$ cat config.mk
export PLATFORM = sky130hd
export DESIGN_NAME = lane_train_ctrl
export DESIGN_NICKNAME = d
export VERILOG_FILES = /design/src/rtl/lane_train_ctrl.sv
export SDC_FILE = /design/constraint.sdc
export NUM_CORES = 1
export LEC_CHECK = 0
export CORE_MARGIN = 4
export CORE_UTILIZATION = 25
export CTS_CLUSTER_DIAMETER = 200
export DETAILED_ROUTE_END_ITERATION = 10
export PLACE_DENSITY = 0.53
export SLEW_MARGIN = 40
export SYNTH_ARGS = -nofsm -noshare
export SYNTH_HDL_FRONTEND = slang
export SYNTH_SLANG_ARGS = --single-unit
$ cat constraint.sdc
create_clock -name fsm_clk -period 2.85 [get_ports fsm_clk]
set_input_delay 0.7125 -clock fsm_clk [delete_from_list [all_inputs] [get_ports fsm_clk]]
set_output_delay 0.7125 -clock fsm_clk [all_outputs]
set_load 0.02 [all_outputs]
$ cat src/rtl/lane_train_ctrl.sv
// Link-training sequencer: steps Gen3/Gen4 ordered-set phases, then hands the lane to transport data.
// Latency: all outputs registered; a state decision made at edge N is visible right after edge N.
// Backpressure: none; phases advance only on os_sent boundaries, and a per-phase timeout traps to FAIL.
module lane_train_ctrl #(
  parameter int TX_MIN  = 2,
  parameter int RX_REQ  = 2,
  parameter int TIMEOUT = 1000,
  parameter int CNT_W   = 10
) (
  input  logic       fsm_clk,
  input  logic       rst,
  input  logic       enable,
  input  logic       gen4,
  input  logic [3:0] os_in,
  input  logic       os_sent,
  output logic [3:0] d_sel,
  output logic       data_os,
  output logic       link_up,
  output logic       train_fail,
  output logic [2:0] state
);

  localparam int TXW = $clog2(TX_MIN + 1);
  localparam int RXW = $clog2(RX_REQ + 1);

  typedef enum logic [2:0] {
    S_DIS  = 3'd0,
    S_PH0  = 3'd1,
    S_PH1  = 3'd2,
    S_PH2  = 3'd3,
    S_PH3  = 3'd4,
    S_ACT  = 3'd5,
    S_FAIL = 3'd6
  } state_t;

  state_t           st_q, st_nxt;
  logic             gen_q, gen_nxt;
  logic [TXW-1:0]   tx_cnt, tx_eff, tx_nxt;
  logic [RXW-1:0]   rx_cnt, rx_eff, rx_nxt;
  logic [CNT_W-1:0] tmo_cnt, tmo_nxt;
  logic [3:0]       exp_code;
  logic             in_phase, adv, tmo_hit;
  logic [3:0]       d_sel_nxt;
  logic             data_os_nxt, link_up_nxt, train_fail_nxt;

  // Phase counters, advance/timeout qualification and next-state selection.
  always_comb begin
    st_nxt   = st_q;
    exp_code = {1'b0, st_q} + (gen_q ? 4'd4 : 4'd0);
    in_phase = (st_q == S_PH0) || (st_q == S_PH1) || (st_q == S_PH2) || (st_q == S_PH3);

    // Counter values including this cycle's events.
    tx_eff = tx_cnt;
    if (os_sent && (int'(tx_cnt) < TX_MIN)) tx_eff = tx_cnt + 1'b1;

    rx_eff = rx_cnt;
    if (os_in == exp_code) begin
      if (int'(rx_cnt) < RX_REQ) rx_eff = rx_cnt + 1'b1;
    end else if (os_in != 4'd0) begin
      rx_eff = '0;
    end

    adv     = in_phase && os_sent && (int'(tx_cnt) + 1 >= TX_MIN) && (int'(rx_eff) >= RX_REQ);
    tmo_hit = in_phase && (tmo_cnt == CNT_W'(TIMEOUT - 1));

    if (!enable) begin
      st_nxt = S_DIS;
    end else begin
      case (st_q)
        S_DIS:                      st_nxt = S_PH0;
        S_PH0, S_PH1, S_PH2, S_PH3: begin
          if (tmo_hit)  st_nxt = S_FAIL;
          else if (adv) st_nxt = state_t'(st_q + 3'd1);
        end
        S_ACT: begin
          // Partner restarting training: SLOS1, Gen3 TS1 or Gen4 TS1.
          if (os_in == 4'd1 || os_in == 4'd3 || os_in == 4'd5) st_nxt = S_PH0;
        end
        S_FAIL:                     st_nxt = S_FAIL;
        default:                    st_nxt = S_DIS;
      endcase
    end

    // Generation is captured only when leaving DISABLED.
    gen_nxt = gen_q;
    if (st_q == S_DIS && st_nxt != S_DIS) gen_nxt = gen4;

    // Any state change restarts all phase counters.
    if (st_nxt != st_q) begin
      tx_nxt  = '0;
      rx_nxt  = '0;
      tmo_nxt = '0;
    end else begin
      tx_nxt  = tx_eff;
      rx_nxt  = rx_eff;
      tmo_nxt = tmo_cnt + 1'b1;
    end
  end

  // Output decode from the upcoming state so every output is a register.
  always_comb begin
    d_sel_nxt      = 4'd0;
    data_os_nxt    = 1'b0;
    link_up_nxt    = 1'b0;
    train_fail_nxt = 1'b0;
    case (st_nxt)
      S_PH0, S_PH1, S_PH2, S_PH3: d_sel_nxt = {1'b0, st_nxt} + (gen_nxt ? 4'd4 : 4'd0);
      S_ACT: begin
        d_sel_nxt   = 4'd15;
        data_os_nxt = 1'b1;
        link_up_nxt = 1'b1;
      end
      S_FAIL:  train_fail_nxt = 1'b1;
      default: d_sel_nxt = 4'd0;
    endcase
  end

  // State, counters and registered outputs.
  always_ff @(posedge fsm_clk) begin
    if (rst) begin
      st_q       <= S_DIS;
      gen_q      <= 1'b0;
      tx_cnt     <= '0;
      rx_cnt     <= '0;
      tmo_cnt    <= '0;
      d_sel      <= 4'd0;
      data_os    <= 1'b0;
      link_up    <= 1'b0;
      train_fail <= 1'b0;
    end else begin
      st_q       <= st_nxt;
      gen_q      <= gen_nxt;
      tx_cnt     <= tx_nxt;
      rx_cnt     <= rx_nxt;
      tmo_cnt    <= tmo_nxt;
      d_sel      <= d_sel_nxt;
      data_os    <= data_os_nxt;
      link_up    <= link_up_nxt;
      train_fail <= train_fail_nxt;
    end
  end

  assign state = st_q;

endmodule

==> metrics.md <==
| Metric | Value |
|---|---|
| Status | finished clean |
| Worst setup SP type | register |
| # rows | 28 |
| Wire per inst | around 12 um |
| Final Cycle Share | approximately 93% |
| Worst path required time | 3010 ps |
| Final setup viols | 0 |
| Largest net degree at the start of global routing | 15 |
| Worst slew pin tran | 433 ps |
| Standby leakage power | around 0.84 nW |
| Crit Path Class | reg -> reg |
| Switching share of power | between 20% and 30% |
| Overall power | 0.000786 W |
| R2R setup slack | roughly 190 ps |
| CP Launch Point | state[1]$_SDFF_PP0_ |
| Cells after synthesis | between 150 and 200 |
| RR Endpoint | d_sel[2]$_SDFF_PP0_ |
| Cell repeated most along the worst path | inv_1 |
| # IOs | 19 |
| P_sw | ~0.00019 W |
| Max-Slew Margin vs Limit | roughly 70% |
| Remaining Overflow, GRT | 0 |
| H-tree Lvls | 1 |
| Placed Cells | 286 |
| Crit path capture | d_sel[2]$_SDFF_PP0_ |
| Final hold violation count | 0 |
| Clock sink count | 24 |
| Layout area overhead | 40.0% |
| DRC violations left | 0 |
| Full die area | between 0.007 and 0.008 sq mm |
| # diodes | 0 |
| Starting density of the core | 26.1% |
| Clk buf depth | 2 |
| Non-filler cells, final | around 300 |
| Final Max Slew Viols | 0 |
| Arrival @ worst endpoint | 2830 ps |
| Number of global-route vias before repair | around 1300 |
| Core footprint | about 0.0060 sq mm |
| Synth Area per Inst | slightly above 9 sq um |
| Slowest CP cell | dfxtp_4 |
| Min cycle time layout | approximately 2700 ps |
| Util after Layout | between 30% and 40% |
| Seq/Total Area, Yosys | between 30% and 40% |
| Die Wd | 87.1 um |
| YS warnings | 0 |
| First-pass GRT wire length | 6.16 mm |
| Drt first pass iters | 4 |
| Asr flop ratio synth | 0% |
| Pwr dens | 359 mW/mm^2 |
| Antenna Nets Post-Route | 0 |
| Layout cells sized above 1 | between 30% and 40% |
| Worst R2R Path Depth | 14 |
| Levels on crit path | 14 |
| Gate power share | between 15 and 20% |
| F_max | approximately 380 MHz |
| Gr usage total | between 10% and 20% |
| Insertion delay to the later sink of the worst-skew pair | around 270 ps |
| Endpoint class of the critical path | register |
| Buffers and inverters on the worst path | 3 |
| WHS | 460 ps |
| Post-Syn Area | between 0.0015 and 0.002 sq mm |
| Top delay family on crit path | simple AND/OR/NAND/NOR gates |
| Largest fanout on the critical path | 7 |
| Crit path largest cell delay | a little over 400 ps |
| Die H | between 80 and 90 um |
| Routability cong. | ~0.80 |
| CTS tree | done |
| Initial DRC count | between 80 and 90 |
| EDFF count, synth | 0 |
| Final Skew | ~2.8 ps |
| Initial antenna violation count | 0 |
| Clk pwr share | a little under two fifths |
| Final nets | 240 |
| Port Buffers | 18 |
| Vias per cell | ~4.7 |
| Mapped Nets | about 190 |
| Reg power frac | between 40% and 50% |
| CTS Buf Count | 3 |
| Netlist cell types | 47 |
| Synth Flop Type | dfxtp_1 |
| Hold crit path type | reg -> reg |
| Worst r2r src | state[1]$_SDFF_PP0_ |
| RSZ-0062 raised after global routing | false |
| Worst IR drop on VDD | about 180 uV |
| Drt total wl | around 3.7 mm |
| Vias | between 1000 and 1500 |
| HPWL Detailed | 2.83 mm |
| MaxCap Viol Count | 0 |
| Synthesized flop and latch total | 24 |
| Root Buffer | clkbuf_8 |
| Int Power | 0.000597 W |
| Reg clk slew, reported paths | about 90 ps |
| CP cell instances | inv_1 > ha_2 > nor4_4 > buf_4 > nor4_2 > mux2i_4 > mux2i_2 > nor2_1 > inv_1 > ha_4 > nand2_1 > nor3_2 > o211ai_1 > o21ai_1 |
## cells in the final DEF (no fill, tap or decap), types with 2 or more instances in the layout
cell type / n
dfxtp_1: 21
nor3_2: 11
a211oi_1: 2
o211ai_1: 3
nand3_1: 7
dfxtp_2: 2
clkdlybuf4s50_1: 14
nor2b_1: 3
nand4_1: 2
and2_1: 2
and3_1: 2
o21ai_2: 2
nor3_1: 6
mux2i_1: 2
o21ai_0: 4
a31oi_1: 3
clkbuf_8: 3
o21ai_1: 3
nor2_1: 10
buf_4: 28
nor4_2: 2
a21oi_1: 7
ha_2: 2
nand2_1: 13
dlymetal6s2s_1: 4
inv_1: 11
xnor2_1: 10
ha_1: 7
xor2_1: 4
## metal layers
| layer | vias to the layer above | track usage, % | routed length, um |
|---|---|---|---|
| met1 | 634 | 13.7 | 1820 |
| met5 | - | 0 | 0 |
| li1 | 721 | - | - |
| met4 | 0 | 4.82 | 79 |
| met2 | 16 | 15.8 | 1680 |
| met3 | 6 | 1.70 | 107 |
## stage by stage
step	area, sq um	TNS, ps	setup slack, ps
after global routing	2190	0	9.89
final	2190	0	185
after global placement	2020	-3970	-267
after floorplan	1580	0	7.48
after CTS	2090	0	11.4
after detailed placement	2020	-4260	-275
## synthesized netlist by cell type (all sizes together), types with 4 or more instances
master	number	share of area (%)
a21oi	8	2.6
nand2	13	3.1
xnor2	10	5.6
ha	10	8.0
nand3	7	2.2
mux2i	4	3.4
inv	11	2.6
buf	4	2.6
xor2	4	2.2
dfxtp	24	31
nor3	17	8.6
nor2	11	2.8
o21ai	9	3.4
## state kept, by name, summed over array words and instances, names as in the netlist
| name | cells |
|---|---|
| d_sel | 4 |
| gen_q | 1 |
| link_up | 1 |
| rx_cnt | 2 |
| state | 3 |
| tmo_cnt | 10 |
| train_fail | 1 |
| tx_cnt | 2 |
## area by class of cell
class	instances	area, sq um
well taps	75	93.8
clock buffers	3	41.3
flip-flops and latches	24	487
repair buffers	48	432
fillers	613	3800
multi-input cells	133	1060
inverters	11	41.3
clock inverters	1	30.0
## worst register-to-register path, cell delays in order, from the launching register on
cell and delay [ps]:
dfxtp_4 410, inv_1 110, ha_2 230, nor4_4 380
buf_4 180, nor4_2 50, mux2i_4 200, mux2i_2 260
nor2_1 90, inv_1 110, ha_4 210, nand2_1 70
nor3_2 40, o211ai_1 160, o21ai_1 80
## worst min path at each step
stage / cells past startpoint / endpoint / start
floorplan: 1 / tmo_cnt[0]$_SDFF_PP0_ / tmo_cnt[0]$_SDFF_PP0_
detailed placement: 1 / tmo_cnt[0]$_SDFF_PP0_ / tmo_cnt[0]$_SDFF_PP0_
global route: 1 / tmo_cnt[0]$_SDFF_PP0_ / tmo_cnt[0]$_SDFF_PP0_
global placement: 1 / tmo_cnt[0]$_SDFF_PP0_ / tmo_cnt[0]$_SDFF_PP0_
finish: 1 / tmo_cnt[0]$_SDFF_PP0_ / tmo_cnt[0]$_SDFF_PP0_
CTS: 1 / tmo_cnt[0]$_SDFF_PP0_ / tmo_cnt[0]$_SDFF_PP0_
## kinds of logic after synthesis
group / count (synthesis) / share of synthesized area, %
xor+xnor: 14 / 7.85
mux: 5 / 4.08
compound gates: 35 / 15.8
flops: 24 / 30.7
fa+ha+maj: 10 / 8.01
simple gates: 69 / 28.3
buf+inv: 15 / 5.28
## repair_timing
action	4_1_cts	5_1_grt
pin swaps	1	5
hold buffers	0	0
setup endpoints to repair	1	19
buffers inserted	1	4
gates resized for setup	0	15
## power by group through the flow
| stage | clock network [W] | registers (W) | logic (W) |
|---|---|---|---|
| 2_1_floorplan | 0 | 0.000359 | 0.0000725 |
| 3_3_place_gp | 0 | 0.000357 | 0.000126 |
| 3_5_place_dp | 0 | 0.000357 | 0.000128 |
| 4_1_cts | 0.000310 | 0.000349 | 0.000129 |
| 5_1_grt | 0.000324 | 0.000349 | 0.000150 |
| 6_report | 0.000302 | 0.000348 | 0.000136 |
Note: power is estimated with default switching activity, not from simulation.
